===== src/rtl/vp_pkg.sv =====
// Shared vector-processor pipeline types: register/beat sizing, hazard FSM states
// and the bundled stall/flush control word used to wire the pipeline registers.
package vp_pkg;

    localparam int REG_W  = 4;
    localparam int VBEATS = 4;
    localparam int CNT_W  = $clog2(VBEATS);

    typedef enum logic {
        IDLE = 1'b0,
        VMEM = 1'b1
    } hz_state_t;

    typedef struct packed {
        logic stall_F;
        logic stall_D;
        logic stall_E;
        logic flush_D;
        logic flush_E;
    } hazard_ctrl_t;

endpackage


===== src/rtl/vbeat_counter.sv =====
// Beat counter for multi-beat vector memory accesses; o_last flags the final beat.
// Registered count, clear has priority over increment; no backpressure of its own.
module vbeat_counter #(
    parameter int VBEATS = 4,
    parameter int CNT_W  = 2
) (
    input  logic             clk,
    input  logic             rst_n,
    input  logic             i_inc,
    input  logic             i_clr,
    output logic [CNT_W-1:0] o_cnt,
    output logic             o_last
);

    logic [CNT_W-1:0] r_cnt;

    always_ff @(posedge clk or negedge rst_n) begin
        if (!rst_n) begin
            r_cnt <= '0;
        end else if (i_clr) begin
            r_cnt <= '0;
        end else if (i_inc) begin
            r_cnt <= r_cnt + CNT_W'(1);
        end
    end

    assign o_cnt  = r_cnt;
    assign o_last = (r_cnt == CNT_W'(VBEATS - 1));

endmodule


===== src/rtl/hazard_ctrl.sv =====
// Pipeline hazard controller: load-use bubbles, branch flushes and multi-beat vector
// memory stalls. Stalls/flushes are combinational; only the vector sequence is registered.
module hazard_ctrl #(
    parameter int REG_W  = vp_pkg::REG_W,
    parameter int VBEATS = vp_pkg::VBEATS,
    parameter int CNT_W  = vp_pkg::CNT_W
) (
    input  logic             clk,
    input  logic             rst_n,
    input  logic [REG_W-1:0] regA_D,
    input  logic [REG_W-1:0] regB_D,
    input  logic             useB_D,
    input  logic [REG_W-1:0] regScr_E,
    input  logic             regw_E,
    input  logic             regmem_E,
    input  logic             memw_E,
    input  logic             vect_E,
    input  logic             branch_E,
    input  logic             mem_ack,
    output logic             stall_F,
    output logic             stall_D,
    output logic             stall_E,
    output logic             flush_D,
    output logic             flush_E,
    output logic             busy,
    output logic [CNT_W-1:0] beat_cnt
);

    import vp_pkg::*;

    hz_state_t    r_state;
    hz_state_t    w_state_nxt;
    hazard_ctrl_t w_ctl;
    logic         w_busy;
    logic         w_vmem;
    logic         w_lu_haz;
    logic         w_last;
    logic         w_done;
    logic         w_inc;

    assign w_vmem   = vect_E & (regmem_E | memw_E);
    assign w_lu_haz = regmem_E & regw_E & ~vect_E &
                      ((regScr_E == regA_D) | (useB_D & (regScr_E == regB_D)));

    // Final acknowledged beat releases the pipeline in the same cycle.
    assign w_done = (r_state == VMEM) & mem_ack & w_last;
    // The very first beat may already be acknowledged while still in IDLE.
    assign w_inc  = mem_ack & ((r_state == VMEM) | w_vmem);

    vbeat_counter #(
        .VBEATS (VBEATS),
        .CNT_W  (CNT_W)
    ) u_vbeat_counter (
        .clk    (clk),
        .rst_n  (rst_n),
        .i_inc  (w_inc),
        .i_clr  (w_done),
        .o_cnt  (beat_cnt),
        .o_last (w_last)
    );

    always_ff @(posedge clk or negedge rst_n) begin
        if (!rst_n) begin
            r_state <= IDLE;
        end else begin
            r_state <= w_state_nxt;
        end
    end

    always_comb begin
        w_state_nxt = r_state;
        case (r_state)
            IDLE:    if (w_vmem) w_state_nxt = VMEM;
            VMEM:    if (w_done) w_state_nxt = IDLE;
            default: w_state_nxt = IDLE;
        endcase
    end

    // Holding a vector op in Execute always masks branch/load-use flushes.
    always_comb begin
        w_ctl  = '0;
        w_busy = 1'b0;
        case (r_state)
            IDLE: begin
                if (w_vmem) begin
                    w_ctl.stall_F = 1'b1;
                    w_ctl.stall_D = 1'b1;
                    w_ctl.stall_E = 1'b1;
                end else if (branch_E) begin
                    w_ctl.flush_D = 1'b1;
                    w_ctl.flush_E = 1'b1;
                end else if (w_lu_haz) begin
                    w_ctl.stall_F = 1'b1;
                    w_ctl.stall_D = 1'b1;
                    w_ctl.flush_E = 1'b1;
                end
            end
            VMEM: begin
                w_busy        = 1'b1;
                w_ctl.stall_F = ~w_done;
                w_ctl.stall_D = ~w_done;
                w_ctl.stall_E = ~w_done;
            end
            default: begin
                w_ctl  = '0;
                w_busy = 1'b0;
            end
        endcase
    end

    assign stall_F = rst_n & w_ctl.stall_F;
    assign stall_D = rst_n & w_ctl.stall_D;
    assign stall_E = rst_n & w_ctl.stall_E;
    assign flush_D = rst_n & w_ctl.flush_D;
    assign flush_E = rst_n & w_ctl.flush_E;
    assign busy    = rst_n & w_busy;

endmodule


===== config.mk =====
export PLATFORM = sky130hd
export DESIGN_NAME = hazard_ctrl
export DESIGN_NICKNAME = d
export VERILOG_FILES = /design/src/rtl/vp_pkg.sv /design/src/rtl/vbeat_counter.sv /design/src/rtl/hazard_ctrl.sv
export SDC_FILE = /design/constraint.sdc
export NUM_CORES = 1
export LEC_CHECK = 0
export CORE_AREA = 2 2 39 41
export CTS_CLUSTER_DIAMETER = 30
export DETAILED_ROUTE_END_ITERATION = 16
export DIE_AREA = 0 0 41 43
export GPL_ROUTABILITY_DRIVEN = 0
export PLACE_DENSITY = 0.65
export SYNTH_ARGS = -nofsm -noshare
export SYNTH_HDL_FRONTEND = slang
export SYNTH_SLANG_ARGS = --single-unit

===== constraint.sdc =====
create_clock -name clk -period 2.45 [get_ports clk]
set_clock_uncertainty 0.2 [all_clocks]
set_input_delay 0.3675 -clock clk [delete_from_list [all_inputs] [get_ports clk]]
set_output_delay 0.3675 -clock clk [all_outputs]
set_load 0.1 [all_outputs]

==> results.md <==
* Status: finished clean
* Clock latency of the later-clocked register in the worst-skew pair at 0.23 ns
* Cell Chain, Critical Path: dlygate4sd2_1, xor2_1, nor4_2, a41oi_2, o31ai_4, buf_12
* First-pass DRT Iterations at 2
* CP max-delay cell: nor4_2
* Pin slew with the least headroom to its limit at 0.306 ns
* Clock Root Buffer: clkbuf_4
* Summed instance area of the synthesized netlist at 325 sq um
* Final TNS setup at 0 ns
* RSZ-0062 raised after global routing: no
* Commonest cells in the synthesized netlist: xor2_1 (6), dfrtp_1 (3), nand3_1 (3)
* Clock buffer depth at 2
* Yosys cell types at 21
* Finished Cell Area at between 700 and 800 sq um
* Critical Path AT at 1.76 ns
* Cells after synthesis at 37
* Critical Path Sink Type: primary output
* Most used flip-flop cell after synthesis: dfrtp_1
* Worst reg2reg startpoint: r_state$_DFF_PN0_
* Number of warning messages in the yosys log at 0
* Core region area at ~1400 sq um
* Via count of the first global-routing pass at 387
* Horiz. Die Dim at 41 microns
* Sum of overflow across all layers after global routing at 0
* Share of final-layout standard cells stronger than drive strength 1 at 35.2%
* Dpl cell area at 726 sq um
* Pwr dens at 1020 nW/um^2
* Final-report hold violation count at 0
* Kind of critical path: in -> out
* Global-route usage over all layers at 12.2%
* Number of H-tree levels at 1
* Number of enable flip-flop cells after synthesis at 0
* Global-route wire length before repair at 1.48 mm
* Worst path max stage delay at 0.35 ns
* TritonCTS clock tree: done
* Pre-CTS setup slack at -0.0618 ns
* Share of Yosys cell area claimed by the top area cell type at 23.1%
* Sort of element at the start of the critical path: input port
* Minimum hold slack at between 0.2 and 0.3 ns
* Number of sinks driven by the clock tree at 3
* Average wire per standard cell at 10.2 microns
* Setup ws final at 0.120 ns
* Initial core utilization at 23.5%
* Die Area at 1760 sq um
* Diodes inserted at 0
* Number of vias in the routed layout at 381
* Maximum number of pins on one net before global-route repair at 8
* Total I/O pin count at 29
* Crit path time final at about 2.3 ns
* ANT nets after route at 0
* DR iter-0 viols at 1
* Number of nets in the layout at 94
* Worst min path class: in -> async
* Die Ht at 43 microns
* Highest Clock Rate at 429 MHz
* Headroom to the max-slew limit at 79.5%
* Number of register bits inferred by synthesis at 3
* CTS buffer count at 3
* Post-synthesis average cell area at 8.79 sq um
* Post-Route Utilization at 55.2%
* Total nets after synthesis at roughly 60
* Clock-pin transition on the worst setup and hold timing paths at 0.04 ns
* Top cells by area, synth: dfrtp_1 (23%), xor2_1 (16%), mux2_2 (6.9%)
* Peak fanout along the critical path at 2
* Fraction of the yosys area taken by sequential cells at 23.1%
* Total DRC errors in the routed layout at 0
* Leading cell type by number of instances after synthesis: xor2_1
* Async set-or-reset flop fraction in the synthesized netlist at 100%
* Pleak at 0.316 nW
* Buffers added on ports at 28
* Signed area change from the synthesized netlist to the final layout at 135%
* Portion of the clock cycle consumed by the worst path in the final layout at 95.1%
* Site row count at 14
* Cts hold-fix bufs at 0
* Fillcell total at 141
* Max VDD drop at roughly 0.47 mV
* Number of setup violations in the final report at 0
* Pins Over Slew Limit at 0
* Max-cap violations at 0
* Total wire length after detailed routing at 891 microns
* Setup slack of the worst register-to-register path at about 1.1 ns
* Yosys top cell by area: dfrtp_1
* Reg2reg end: u_vbeat_counter.o_cnt[0]$_DFFE_PN0P_
* Antenna violations before repair at 0
* Worst r2r path cells at 3
* Crit path required time at 1.88 ns
* Routed vias/inst at 4.38
[cell type report]
class | count | area [sq um] | share of cell area [%]
Tap cell | 16 | 20.0 | 2.62
Multi-Input combinational cell | 32 | 279 | 36.6
Inverter | 1 | 3.75 | 0.492
Sequential cell | 3 | 82.6 | 10.8
Clock buffer | 4 | 26.3 | 3.44
Timing Repair Buffer | 31 | 352 | 46.1
[timing repair]
item / CTS / global route
pin swaps: 6 / 3
endpoints found under the setup margin: 2 / 2
buffers inserted: 1 / 0
gates resized for setup: 8 / 2
[power by group]
group          leakage (nW)  total (W)  internal (W)  switching, W
registers            0.0317   0.000119     0.0000866     0.0000320
clock network        0.0150  0.0000841     0.0000609     0.0000233
logic                 0.269   0.000577      0.000201      0.000376
total                 0.316   0.000780      0.000349      0.000432
[kinds of logic (layout without fill, tap and decap cells)]
logic type                 Yosys count  after routing  share of synthesized area, %
DFF                                  3              3                          23.1
AOI/OAI and AO/OA                    5              5                          11.2
buffers and inverters                2             36                          3.46
adders and majority gates            1              1                          3.85
muxes                                2              2                          6.92
xor gates and xnor gates             8              8                          21.5
and+or+nand+nor                     16             16                          30.0
[worst max-delay path by stage]
| stage | startpoint | to | slack (ns) | cells past startpoint |
|---|---|---|---|---|
| final | regScr_E[2] | stall_D | 0.12 | 6 |
| after global routing | regScr_E[2] | stall_D | 0.04 | 6 |
| after CTS | regA_D[1] | stall_D | 0.05 | 6 |
| after detailed placement | regScr_E[1] | stall_D | -0.06 | 6 |
| after global placement | regScr_E[1] | stall_D | -0.05 | 6 |
| after floorplan | u_vbeat_counter.o_cnt[1]$_DFFE_PN0P_ | stall_F | -0.35 | 5 |
[cell usage in the layout (no fill, tap or decap), types with 3 or more instances in the layout]
cell type        Yosys  final
buf_12               0      6
buf_4                1      5
clkbuf_4             0      3
clkdlybuf4s50_1      0     12
dlygate4sd2_1        0      7
xor2_1               6      6
[state kept, by name, indices dropped and copies added (netlist names)]
signal and count:
u_vbeat_counter.o_cnt 2, r_state 1
[stage by stage]
stage,power [W],cells
floorplan,0.000525,37
global placement,0.000690,82
detailed placement,0.000703,82
CTS,0.000792,87
global route,0.000814,87
finish,0.000780,87
[routing by layer]
| metal | up-vias | share of wire, % | global-route usage (%) |
|---|---|---|---|
| met5 | - | 0 | 0 |
| met4 | 0 | 0 | 8.00 |
| li1 | 199 | - | - |
| met1 | 173 | 40 | 14.6 |
| met3 | 0 | 3.4 | 1.57 |
| met2 | 9 | 57 | 19.1 |
[worst max-delay path: cells and delay by family]
family,cells,cell delay [ns]
AND/OR/NAND/NOR,1,0.35
buffers and inverters,2,0.48
AO/OA/AOI/OAI,2,0.39
XOR/XNOR,1,0.17
Note: power is estimated with default switching activity, not from simulation.
